$ cat src/rtl/pipelined_addsub_rv.sv
// pipelined_addsub_rv: N-bit adder/subtractor cut into STAGES carry-chained
// slices with one register per slice and a valid/ready handshake on both ends.
// Define ADDSUB_OVF_EN to add the signed-overflow output ovf.
//
// Stage k adds slice [k*C +: C] using the carry registered by stage k-1.
// Operand bits not yet consumed travel forward untouched. Each stage keeps only
// the operand bits that later stages still need, and only the result bits
// already produced. Subtraction inverts b and forces the carry-in to 1 before
// stage 0, so every stage is a plain adder.
module pipelined_addsub_rv #(
  parameter int N      = 32,
  parameter int STAGES = 4
) (
  input  logic         clk,
  input  logic         rstn,
  input  logic [N-1:0] a,
  input  logic [N-1:0] b,
  input  logic         cin,
  input  logic         sub,
  input  logic         valid_in,
  output logic         ready_in,
  output logic [N-1:0] s,
  output logic         cout,
  output logic         valid_out,
  input  logic         ready_out
`ifdef ADDSUB_OVF_EN
  ,
  output logic         ovf
`endif
);

  // The divisor guard keeps the modulo legal while the check below rejects STAGES < 1
  localparam int SDIV = (STAGES < 1) ? 1 : STAGES;
  localparam int C    = N / SDIV;

  if ((STAGES < 1) || ((N % SDIV) != 0)) begin : g_param_check
    $error("pipelined_addsub_rv: STAGES must be >= 1 and divide N evenly");
  end

  genvar gi;
  for (gi = 0; gi < STAGES; gi++) begin : g_stage
    // LO: first result bit this stage produces
    // RIN: operand bits arriving here
    // SW: result bits known after this stage
    localparam int LO  = gi * C;
    localparam int RIN = N - LO;
    localparam int SW  = LO + C;

    logic [RIN-1:0] a_d;
    logic [RIN-1:0] b_d;
    logic           c_d;
    logic           v_d;
    logic           go;
    logic           go_nxt;
    logic [C:0]     slice_sum;
    logic [SW-1:0]  s_n;
    logic [SW-1:0]  s_q;
    logic           c_q;
    logic           v_q;

    if (gi == 0) begin : g_head
      // Subtraction becomes a + ~b + 1 before the first slice
      assign a_d = a;
      assign b_d = sub ? ~b : b;
      assign c_d = sub ? 1'b1 : cin;
      assign v_d = valid_in;
      assign s_n = slice_sum[C-1:0];
    end else begin : g_body
      assign a_d = g_stage[gi-1].g_fwd.a_q;
      assign b_d = g_stage[gi-1].g_fwd.b_q;
      assign c_d = g_stage[gi-1].c_q;
      assign v_d = g_stage[gi-1].v_q;
      assign s_n = {slice_sum[C-1:0], g_stage[gi-1].s_q};
    end

    // The last stage drains into the consumer. The others drain into the next stage.
    if (gi == STAGES - 1) begin : g_tail_go
      assign go_nxt = ready_out;
    end else begin : g_mid_go
      assign go_nxt = g_stage[gi+1].go;
    end

    // An empty stage always loads, so bubbles collapse even under backpressure
    assign go = !v_q || go_nxt;

    assign slice_sum = {1'b0, a_d[C-1:0]} + {1'b0, b_d[C-1:0]} + {{C{1'b0}}, c_d};

    // Stage valid, slice carry, and accumulated result bits
    always_ff @(posedge clk or negedge rstn) begin
      if (!rstn) begin
        v_q <= 1'b0;
        c_q <= 1'b0;
        s_q <= '0;
      end else if (go) begin
        v_q <= v_d;
        if (v_d) begin
          c_q <= slice_sum[C];
          s_q <= s_n;
        end
      end
    end

    if (gi < STAGES - 1) begin : g_fwd
      logic [RIN-C-1:0] a_q;
      logic [RIN-C-1:0] b_q;

      // Operand bits still owed to later slices move forward unmodified
      always_ff @(posedge clk or negedge rstn) begin
        if (!rstn) begin
          a_q <= '0;
          b_q <= '0;
        end else if (go && v_d) begin
          a_q <= a_d[RIN-1:C];
          b_q <= b_d[RIN-1:C];
        end
      end
    end

`ifdef ADDSUB_OVF_EN
    if (gi == STAGES - 1) begin : g_ovf
      logic msb_cin;
      logic ovf_n;
      logic ovf_q;

      // The sum bit is a^b^carry_in, so the carry into the MSB can be recovered from it
      assign msb_cin = a_d[C-1] ^ b_d[C-1] ^ slice_sum[C-1];
      assign ovf_n   = msb_cin ^ slice_sum[C];

      // Overflow flag registered alongside its result
      always_ff @(posedge clk or negedge rstn) begin
        if (!rstn) begin
          ovf_q <= 1'b0;
        end else if (go && v_d) begin
          ovf_q <= ovf_n;
        end
      end
    end
`endif
  end

  assign ready_in  = g_stage[0].go;
  assign valid_out = g_stage[STAGES-1].v_q;

  // Stale data from an empty output stage never reaches the ports
  assign s    = valid_out ? g_stage[STAGES-1].s_q : '0;
  assign cout = valid_out & g_stage[STAGES-1].c_q;
`ifdef ADDSUB_OVF_EN
  assign ovf  = valid_out & g_stage[STAGES-1].g_ovf.ovf_q;
`endif

endmodule
$ cat config.mk
export PLATFORM = sky130hd
export DESIGN_NAME = pipelined_addsub_rv
export DESIGN_NICKNAME = d
export VERILOG_FILES = /design/src/rtl/pipelined_addsub_rv.sv
export SDC_FILE = /design/constraint.sdc
export NUM_CORES = 1
export LEC_CHECK = 0
export CAP_MARGIN = 15
export CORE_MARGIN = 2
export CORE_UTILIZATION = 51
export CTS_CLUSTER_SIZE = 24
export DETAILED_ROUTE_END_ITERATION = 7
export HOLD_SLACK_MARGIN = 0.03
export PLACE_DENSITY = 0.72
export SLEW_MARGIN = 20
export SYNTH_ARGS = -nofsm -noshare
export SYNTH_HDL_FRONTEND = slang
export SYNTH_SLANG_ARGS = --single-unit
export TNS_END_PERCENT = 1
$ cat constraint.sdc
create_clock -name clk -period 3.2 [get_ports clk]
set_clock_uncertainty 0.2 [all_clocks]
set_input_delay 0.64 -clock clk [delete_from_list [all_inputs] [get_ports clk]]
set_output_delay 0.64 -clock clk [all_outputs]
set_load 0.01 [all_outputs]
Word level (Yosys, flattened, before mapping)
Cells that the tools add are included.
{"block": "classes", "n_addsub": 8, "mux": 3, "n_bitwise": 2, "reduce_logical": 15}
{"op": "32-bit 2-to-1 mux", "count": 2}
{"op": "8-bit by 8-bit adder with 9-bit output", "count": 4}
{"op": "9-bit by 1-bit adder with 9-bit output", "count": 4}
{"op": "32-bit inverter", "count": 1}
{"op": "2-bit AND reduction", "count": 4}
{"op": "1-bit logical NOT", "count": 4}
{"op": "1-bit logical OR", "count": 4}
{"op": "1-bit logical AND", "count": 3}
{"op": "1-bit bitwise AND", "count": 1}
{"op": "1-bit 2-to-1 mux", "count": 1}
{"block": "totals", "register_bits": 184, "inputBits": 70, "output_inout_bits": 35, "wordCells": 46}

Logic depth before layout (Yosys ltp)
{"block": "depth", "word_depth": 6, "mapped_depth": 10, "mapped_depth_nobuf": 8}

Worst setup path after synthesis
No wires, ideal clock.
{"block": "synth_timing", "path_type": "input to register", "from": "input sub", "to": "register g_stage[0].s_q[6]", "setup_time_ns": 0.134, "arrival_ns": 2.583, "required_ns": 2.866, "path_slack_ns": 0.282, "path_stages": 10, "cell_sequence": "clkbuf_1 > buf_2 > or2_2 > fa_1 > inv_1 > fa_1 > nor2b_1 > o31a_1 > o2111ai_1 > o211ai_1"}
{"block": "synth_between", "elab_chain_cells": 3, "word_cells_on_any_way": 4, "cone_classes": "2 x add/sub; 2 x mux"}
{"item": "start: declaration", "line": "19", "text": "input logic sub,"}
{"item": "32-bit 2-to-1 mux", "line": "64", "text": "assign b_d = sub ? ~b : b;"}
{"item": "8-bit by 8-bit adder with 9-bit output", "line": "86", "text": "assign slice_sum = {1'b0, a_d[C-1:0]} + {1'b0, b_d[C-1:0]} + {{C{1'b0}}, c_d};"}
{"item": "9-bit by 1-bit adder with 9-bit output (*)", "line": "86"}
{"item": "end signal: assignment", "line": "98", "text": "s_q <= s_n;"}
{"item": "end: declaration", "line": "57", "text": "logic [SW-1:0] s_q;"}
Mark *: on every way between the ends. The rest lies on a longest branch, timed or not.
A chain may end at the register's enable or synchronous reset.

Final worst setup path
{"block": "layout_timing", "from": "input ready_out", "to": "output ready_in"}
{"block": "layout_between", "elab_chain_cells": 4}
{"item": "start: declaration", "line": "25", "text": "input logic ready_out"}
{"item": "1-bit logical OR (4 in series)", "line": "84", "text": "assign go = !v_q || go_nxt;"}
{"item": "end: declaration", "line": "21", "text": "output logic ready_in,"}
Every way passes these cells.

==> results.cfg <==
[clock_tree]
cts.sinks = 184
ctsHoldBuffers = 1
cts-htree-levels = 4
clock_latency_ns = 0.42
cts_resized = 0
cts_root_buffer = clkbuf_16
numCtsBuffers = 17
cts.path.max_buffers = 2
cts_tree = yes
clk_pin_slew_ns = 0.06
cts_setup_buffers = 0

[die]
start_util = 0.525
die_x_microns = 135
io_pins = 105
die_y_microns = 135
core_sq_um = 16600
die_area_sq_um = 18200
rows = 47

[power_and_ir_drop]
leakagePower_nw = 5.22
ir_drop_mv = 0.447
cellPowerDensity_nw_per_um2 = 767

[timing]
setup_viol = 0
rsz0062_at_grt = false
finalSetupTns_ns = 0
final_hold_viol_count = 0
layout_min_cycle_time_ns = 3.03
drv_slew = 0
worst_pin_slew_ns = 0.585
relSlewSlack = 0.600
timing.final.crit_share = 0.948
fmax_mhz = 330
fin_ws_ns = 0.166

[yosys]
synth-seq-cells = 184
synthFlopType = dfrtp_1
synth_top_area_share = 0.527
synthTopCellsByArea = dfrtp_1, nand2_1, ha_1
synth-edff-count = 0
yosysSeqAreaShare = 0.527
synth_top_area_cell = dfrtp_1
synthCells = 961
syn-mean-instance-area_sq_um = 9.09
syn_area_sq_um = 8740
synth_most_common_cell = nand2_1
ys_types = 48
synthArstFlopShare = 1.00
synth.cells.most_frequent = nand2_1, dfrtp_1, o21ai_0, and2_1, ha_1
syn_nets = 1067
yosysWarnings = 0

[placed_design]
dp_slack_ns = 0.113
io_buffers = 104
gp_congestion = 0.849
dp_cells = 1259
place_hpwl_mm = 12.5

[global_routing]
grtUsageTotal = 0.211
antenna_found_initial = 0
grt_pass1_wl_mm = 30.9
grt_pass1_vias = 6202
grt_remaining_overflow = 0
grt_max_degree = 73

[final_layout]
fillCellCount = 1427
drive_gt1_frac = 0.0569
area_growth_syn_to_layout_pct = 22.1
finalNetCount = 1165
stdcell_count = 1292
antennaDiodeCount = 0
fin_util = 0.641

[route]
drtIter0Drc = 482
first_pass_iters = 5
drc = 0
via_per_inst = 5.08
antenna_left = 0
via_count = 6568
wl_per_cell_microns = 13.7
wirelength_mm = 17.7

[worst_setup_path]
cp-end-kind = output pin
critPathLaunchType = input port
critPathRequiredTime_ns = 2.36
path_max_fanout = 5
arrival_ns = 2.19
worstSetupPathType = in -> out

[hold_path]
min_path_type = reg -> reg

[flow_run]
cap_violations = 0

[run_status]
status = finished clean
[placed cells by master, fill, tap and decap left out, drive strengths merged, types with 5 or more instances in the layout]
| cell | Yosys | final |
|---|---|---|
| nand2 | 442 | 442 |
| dfrtp | 184 | 184 |
| clkdlybuf4s50 | 0 | 102 |
| o21ai | 42 | 42 |
| and2 | 34 | 34 |
| ha | 28 | 28 |
| xnor2 | 27 | 27 |
| clkbuf | 8 | 22 |
| buf | 35 | 19 |
| inv | 13 | 14 |
| xor2 | 11 | 11 |
| o21a | 11 | 11 |
| a21oi | 10 | 10 |
| a211oi | 10 | 10 |
| o211ai | 9 | 9 |
| o31ai | 8 | 8 |
| fa | 8 | 8 |
| nor2 | 8 | 8 |
| o31a | 7 | 7 |
| nor2b | 5 | 5 |
| nor3 | 5 | 5 |
| a21o | 5 | 5 |
| nand2b | 5 | 5 |
[sequential cells by signal, indices dropped and copies added, names as in the netlist]
name,count
g_stage.c_q,4
g_stage.g_fwd.a_q,48
g_stage.g_fwd.b_q,48
g_stage.s_q,80
g_stage.v_q,3
valid_out,1
[through the flow]
step	hold slack [ns]	instance area, sq um	power [mW]
5_1_grt	0.267	10700	8.74
4_1_cts	0.263	10700	8.24
3_5_place_dp	0.248	10000	5.95
3_3_place_gp	0.246	10000	5.88
2_1_floorplan	0.144	8740	4.98
6_report	0.261	10700	8.18
[where the power goes]
group	switching, mW	leakage [nW]	internal (mW)
combinational	1.27	2.61	1.20
sequential	0.426	2.29	3.03
clock	0.863	0.317	1.40
total	2.56	5.22	5.62
[critical path, cell delays in order]
cell and delay (ns):
clkdlybuf4s50_1 0.51, and4b_4 0.41, nand2_1 0.09, clkdlybuf4s50_1 0.53
[kinds of logic after synthesis]
| logic type | after synthesis | share of synthesized area |
|---|---|---|
| XOR/XNOR | 38 | 0.0381 |
| adder cells (fa/ha/maj) | 36 | 0.0584 |
| flip-flops | 184 | 0.527 |
| buffers and inverters | 56 | 0.0314 |
| AND/OR/NAND/NOR | 524 | 0.249 |
| AO/OA/AOI/OAI | 123 | 0.0958 |
[layout make-up]
type / instances / area [sq um] / area share
clock inverter: 10 / 164 / 0.0154
tap: 220 / 275 / 0.0258
multi-input combinational: 721 / 3860 / 0.362
sequential: 184 / 4600 / 0.432
inverter: 13 / 48.8 / 0.00457
timing repair buffer: 122 / 1220 / 0.115
clock buffer: 22 / 484 / 0.0454
[layer usage]
layer,up-vias,wire [microns],GRT usage
met5,-,0,0
met4,0,176,0.0585
met3,11,600,0.0345
met2,144,7770,0.310
met1,3077,9170,0.326
li1,3336,-,-
[path summary, 6_finish.rpt]
path                                     startpoint                  endpoint  slack, ns  cells after the start
max                                       ready_out                  ready_in       0.17                      4
min                        g_stage[0].g_fwd.a_q[23]  g_stage[1].g_fwd.a_q[15]       0.26                      2
max reg2reg                          g_stage[1].c_q            g_stage[2].c_q       0.54                      6
min reg2reg                g_stage[0].g_fwd.a_q[23]  g_stage[1].g_fwd.a_q[15]       0.26                      2
max in group asynchronous                      rstn   g_stage[2].g_fwd.a_q[1]       1.45                      3
min in group asynchronous                      rstn   g_stage[0].g_fwd.b_q[0]       0.58                      2
(Power assumes the default switching activity.)
